<file path="src/rtl/lcd_write_sched.sv">
// Character-LCD write scheduler: power-up wait, fixed init command list, then
// round-robin arbitration of two requesters onto the HD44780 bus.
//
// state     | meaning
// ----------+-----------------------------------------------------------
// PWR_WAIT  | counting power-up ticks after reset
// INIT_LOAD | driving the next init ROM byte onto the bus
// SETUP     | rs/data stable, waiting for the next tick to raise en
// EN_HIGH   | en asserted for EN_TICKS ticks
// HOLD_WAIT | en low, waiting out the command execution time
// IDLE      | init complete, arbitrating requesters every clk
module lcd_write_sched #(
  parameter int TICK_DIV       = 250,
  parameter int EN_TICKS       = 1,
  parameter int CMD_WAIT_TICKS = 10,
  parameter int CLR_WAIT_TICKS = 400,
  parameter int PWR_TICKS      = 3000
) (
  input  logic       clk,
  input  logic       rst_n,
  input  logic       req0_valid,
  input  logic       req0_rs,
  input  logic [7:0] req0_data,
  output logic       req0_ready,
  input  logic       req1_valid,
  input  logic       req1_rs,
  input  logic [7:0] req1_data,
  output logic       req1_ready,
  output logic       init_done,
  output logic       busy,
  output logic       lcd_rs,
  output logic       lcd_rw,
  output logic       lcd_en,
  output logic [7:0] lcd_data
);

  localparam int CNT_W   = $clog2(TICK_DIV);
  localparam int MAX_A   = (PWR_TICKS > CLR_WAIT_TICKS) ? PWR_TICKS : CLR_WAIT_TICKS;
  localparam int MAX_B   = (CMD_WAIT_TICKS > EN_TICKS) ? CMD_WAIT_TICKS : EN_TICKS;
  localparam int TMR_MAX = (MAX_A > MAX_B) ? MAX_A : MAX_B;
  localparam int TMR_W   = $clog2(TMR_MAX + 1);

  typedef enum logic [2:0] {
    PWR_WAIT,
    INIT_LOAD,
    SETUP,
    EN_HIGH,
    HOLD_WAIT,
    IDLE
  } state_t;

  state_t             state;
  logic [CNT_W-1:0]   tick_cnt;
  logic               tick;
  logic [TMR_W-1:0]   tmr;
  logic [1:0]         init_idx;
  logic               last_grant;
  logic               grant0;
  logic               grant1;
  logic               long_wait;

  function automatic logic [7:0] init_byte(input logic [1:0] i);
    case (i)
      2'd0:    return 8'h38;
      2'd1:    return 8'h0C;
      2'd2:    return 8'h06;
      default: return 8'h01;
    endcase
  endfunction

  // Free-running timebase; the FSM only samples it, never restarts it.
  always_ff @(posedge clk or negedge rst_n) begin
    if (!rst_n) begin
      tick_cnt <= '0;
    end else if (tick) begin
      tick_cnt <= '0;
    end else begin
      tick_cnt <= tick_cnt + CNT_W'(1);
    end
  end

  assign tick = (tick_cnt == CNT_W'(TICK_DIV - 1));

  // Clear and home need the long execution wait; everything else is short.
  assign long_wait = !lcd_rs && (lcd_data == 8'h01 || lcd_data == 8'h02 || lcd_data == 8'h03);

  assign grant0 = (state == IDLE) && init_done && req0_valid && (!req1_valid || last_grant);
  assign grant1 = (state == IDLE) && init_done && req1_valid && (!req0_valid || !last_grant);

  assign req0_ready = grant0;
  assign req1_ready = grant1;
  assign busy       = (state != IDLE);
  assign lcd_rw     = 1'b0;

  always_ff @(posedge clk or negedge rst_n) begin
    if (!rst_n) begin
      state      <= PWR_WAIT;
      tmr        <= TMR_W'(PWR_TICKS - 1);
      init_idx   <= 2'd0;
      init_done  <= 1'b0;
      last_grant <= 1'b1;
      lcd_rs     <= 1'b0;
      lcd_en     <= 1'b0;
      lcd_data   <= 8'h00;
    end else begin
      case (state)
        PWR_WAIT: begin
          if (tick) begin
            if (tmr == '0) begin
              init_idx <= 2'd0;
              state    <= INIT_LOAD;
            end else begin
              tmr <= tmr - TMR_W'(1);
            end
          end
        end
        INIT_LOAD: begin
          lcd_rs   <= 1'b0;
          lcd_data <= init_byte(init_idx);
          state    <= SETUP;
        end
        SETUP: begin
          if (tick) begin
            lcd_en <= 1'b1;
            tmr    <= TMR_W'(EN_TICKS - 1);
            state  <= EN_HIGH;
          end
        end
        EN_HIGH: begin
          if (tick) begin
            if (tmr == '0) begin
              lcd_en <= 1'b0;
              tmr    <= long_wait ? TMR_W'(CLR_WAIT_TICKS - 1) : TMR_W'(CMD_WAIT_TICKS - 1);
              state  <= HOLD_WAIT;
            end else begin
              tmr <= tmr - TMR_W'(1);
            end
          end
        end
        HOLD_WAIT: begin
          if (tick) begin
            if (tmr != '0) begin
              tmr <= tmr - TMR_W'(1);
            end else if (init_done) begin
              state <= IDLE;
            end else if (init_idx == 2'd3) begin
              init_done <= 1'b1;
              state     <= IDLE;
            end else begin
              init_idx <= init_idx + 2'd1;
              state    <= INIT_LOAD;
            end
          end
        end
        IDLE: begin
          if (grant0) begin
            lcd_rs     <= req0_rs;
            lcd_data   <= req0_data;
            last_grant <= 1'b0;
            state      <= SETUP;
          end else if (grant1) begin
            lcd_rs     <= req1_rs;
            lcd_data   <= req1_data;
            last_grant <= 1'b1;
            state      <= SETUP;
          end
        end
        default: state <= PWR_WAIT;
      endcase
    end
  end

endmodule

</file>
<file path="config.mk">
export PLATFORM = sky130hd
export DESIGN_NAME = lcd_write_sched
export DESIGN_NICKNAME = d
export VERILOG_FILES = /design/src/rtl/lcd_write_sched.sv
export SDC_FILE = /design/constraint.sdc
export NUM_CORES = 1
export LEC_CHECK = 0
export BUFFER_PORTS_ARGS = -buffer_cell sky130_fd_sc_hd__buf_2
export CORE_MARGIN = 2
export CORE_UTILIZATION = 45
export CTS_BUF_LIST = sky130_fd_sc_hd__clkbuf_8
export CTS_CLUSTER_DIAMETER = 120
export CTS_CLUSTER_SIZE = 30
export DETAILED_ROUTE_END_ITERATION = 8
export GPL_ROUTABILITY_DRIVEN = 1
export GPL_TIMING_DRIVEN = 0
export PLACE_DENSITY = 0.73
export SLEW_MARGIN = 40
export SYNTH_ARGS = -nofsm -noshare
export SYNTH_HDL_FRONTEND = slang
export SYNTH_SLANG_ARGS = --single-unit
</file>
<file path="constraint.sdc">
create_clock -name clk -period 2.5 [get_ports clk]
set_input_delay 0.375 -clock clk [delete_from_list [all_inputs] [get_ports clk]]
set_output_delay 0.375 -clock clk [all_outputs]
set_load 0.01 [all_outputs]
</file>
==> run_results.csv <==
group,metric,value,unit
run_status,outcome,"complete, no violations",
yosys,ys_ff_latch,37,
clock_tree,insertion_delay,290,ps
yosys,yosysWarnings,0,
setup_path,cp.required,2670,ps
yosys,async_reset_ff_share,100,%
yosys,synth_area_leaders,"dfrtp_1 (30%), dfstp_2 (12%), o21ai_0 (6.5%)",
clock_tree,numCtsBuffers,5,
power,p_sw_share,20.1,%
yosys,synth_largest_area_cell,"dfrtp_1",
route,dr.first_iter.drc_count,122,
yosys,syn-num-nets,272,
layout,syn_to_final_growth,17.0,%
clock_tree,htreeDepth,2,
clock_tree,clockRootBuffer,"clkbuf_8",
yosys,synth_area,2250,sq um
sta,slew_headroom,56.5,%
flow_run,maxCapViolCount,0,
power,power_density,446,nW/um^2
power,vdd_ir_drop_max,0.330,mV
route,final_antenna_net_count,0,
sta,clock_skew,5.45,ps
power,p_leak,1.16,nW
clock_tree,clk_pin_slew,70,ps
floorplanning,dieHeight,74.7,microns
power,p_clk_share,45.9,%
yosys,yosysSeqAreaShare,41.8,%
global_route,grt_antenna_before_repair,0,
clock_tree,ctsHoldBuffers,0,
clock_tree,cts_tree,"built",
clock_tree,clock_path_buffers,2,
sta,tightestPinTransition,652,ps
global_route,grt_pass1_wl,8490,microns
setup_path,r2r_slack,70,ps
sta,hold_violations,0,
setup_path,crit_fanout,10,
route,wl_per_cell,14.4,microns
clock_tree,cts.repair.resized,0,
sta,fin_setup_tns,0,ps
yosys,synth_cell_type_count,57,
sta,finalMaxSlewViolations,0,
yosys,synth.top_cell.area_share,30.1,%
placement,place_hpwl,3660,microns
layout,nets,314,
global_route,overflow,0,
route,drc_errors,0,
floorplanning,core-area,4750,sq um
placement,pre_cts_ws,106,ps
sta,setup_viol,0,
yosys,syn_avg_cell_area,9.29,sq um
floorplanning,dieWidth,74.7,microns
setup_path,start_kind,"flip-flop",
sta,fin_ws,70.6,ps
clock_tree,cts_sinks,37,
clock_tree,postCtsSetupRepairBufs,0,
power,power,0.00117,W
layout,drive_gt1_share,26.0,%
floorplanning,start_util,47.3,%
sta,fmax,412,MHz
yosys,yosys_most_used_dff,"dfrtp_1",
layout,diodes,0,
floorplanning,die-area,5570,sq um
route,dr_total_vias,1988,
placement,portBuffers,35,
yosys,synth_cells,242,
global_route,grt_max_degree,38,
power,p_sw,0.000236,W
hold_path,min_path_type,"in2async",
power,p_int,0.000936,W
setup_path,crit_type,"reg2reg",
power,p_comb_share,3.0,%
floorplanning,num_rows,25,
route,first_pass_iters,4,
power,p_seq_share,51.1,%
route,drt-total-wl,5080,microns
route,avgViaCountPerCell,5.65,
global_route,first_global_vias,1853,
setup_path,slowest_delay,580,ps
yosys,synth_edf_count,0,
sta,grt_setup_unrepaired,"false",
setup_path,crit_chain,"inv_1, ha_1, or4b_2, or4_4, and2_4, buf_6, a21oi_1, o21ai_0",
floorplanning,io_pins,37,
setup_path,setup.worst_path.end_class,"flip-flop",
placement,place.gp.congestion,0.894,
setup_path,arrival,2600,ps
global_route,grt.total_usage,20.0,%
sta,fin_crit,2430,ps
setup_path,crit_slowest_cell,"or4b_2",
sta,fin_crit_sh,97.2,%
[logic make-up after synthesis]
group,count (synthesis),synth area share (%)
simple gates,81,19.8
compound gates,73,21.1
flops,37,41.8
buf+inv,24,4.62
mux,14,6.51
fa+ha+maj,8,4.45
xor+xnor,4,1.56
other cells,1,0.167
[state kept, by name (all words and copies together) (netlist names)]
signal / flops
lcd_en: 1
init_idx: 2
lcd_data: 8
lcd_rs: 1
state: 3
init_done: 1
last_grant: 1
tick_cnt: 8
tmr: 12
[synth_stat cells, drive strengths merged, types with 2 or more instances]
master and instances:
nand3 3, a21boi 2, o22ai 4, dfrtp 27
a221o 2, mux2i 9, nand2 21, o21ai 30
or4 6, o2bb2ai 3, a31oi 2, xor2 3
or2 2, o31ai 3, or3 4, ha 8
inv 12, nor2 16, dfstp 10, buf 3
nor3 3, nor2b 2, nand4 3, o211a 2
a21oi 10, a22o 7, and4 3, and2 4
nand2b 3, nor4 5, clkbuf 8, mux2 5
[power groups by stage]
stage	Clock (W)	Sequential [W]	Combinational (W)
floorplan	0	0.000610	0.00000636
global placement	0	0.000610	0.0000352
detailed placement	0	0.000610	0.0000359
CTS	0.000550	0.000599	0.0000358
global route	0.000572	0.000599	0.0000406
finish	0.000538	0.000599	0.0000352
[final timing paths]
| path | startpoint | to | cells after the start |
|---|---|---|---|
| min | rst_n | tick_cnt[0] | 1 |
| min reg2reg | tick_cnt[6] | tick_cnt[6] | 1 |
| max in group asynchronous | rst_n | tmr[4] | 1 |
| max reg2reg | tmr[1] | tmr[6] | 8 |
| max | tmr[1] | tmr[6] | 8 |
| min in group clk | req1_data[7] | lcd_data[7] | 3 |
[final cells by class]
class / count / area (sq um)
Clock inverter: 2 / 33.8
Tap cell: 67 / 83.8
Inverter: 13 / 48.8
Buffer: 11 / 55.1
Multi-Input combinational cell: 181 / 1210
Timing Repair Buffer: 35 / 178
Fill cell: 467 / 2130
Sequential cell: 37 / 938
Clock buffer: 6 / 82.6
[per-stage QoR]
step	instance area, sq um	hold WS (ps)	util, %	cells
detailed placement	2510	474	52.7	344
global route	2630	67.9	55.3	352
finish	2630	36.5	55.3	352
floorplan	2250	79.4	-	242
CTS	2620	199	55.2	352
global placement	2510	458	52.7	344
[worst max-delay path: cells and delay by family (launching register included)]
kind	cells	cell delay (ps)
buffers and inverters	2	240
flip-flops	1	380
adder cells (fa/ha/maj)	1	190
AND/OR/NAND/NOR	3	1270
AO/OA/AOI/OAI	2	230
[layout by cell type (no fill, tap or decap), drive strengths merged, types with 3 or more instances in the layout]
cell type / instances
nand2: 21
ha: 8
nand4: 3
nor3: 3
inv: 13
clkbuf: 14
mux2i: 9
a21oi: 10
dfrtp: 27
and4: 3
o31ai: 3
nor4: 5
a22o: 7
or4: 6
mux2: 5
buf: 38
or3: 4
nand3: 3
o22ai: 4
dfstp: 10
nand2b: 3
xor2: 3
and2: 4
o2bb2ai: 3
nor2: 16
o21ai: 30
[per-layer routing]
layer	up-vias	track usage [%]	part of all wire, %	routed length (microns)
met4	0	4.37	0.94	48
met1	966	26.7	47	2400
met2	39	32.7	48	2440
li1	977	-	-	-
met5	-	0	0	0
met3	6	5.35	3.8	191
No activity file was read; power rests on OpenSTA's default activity.
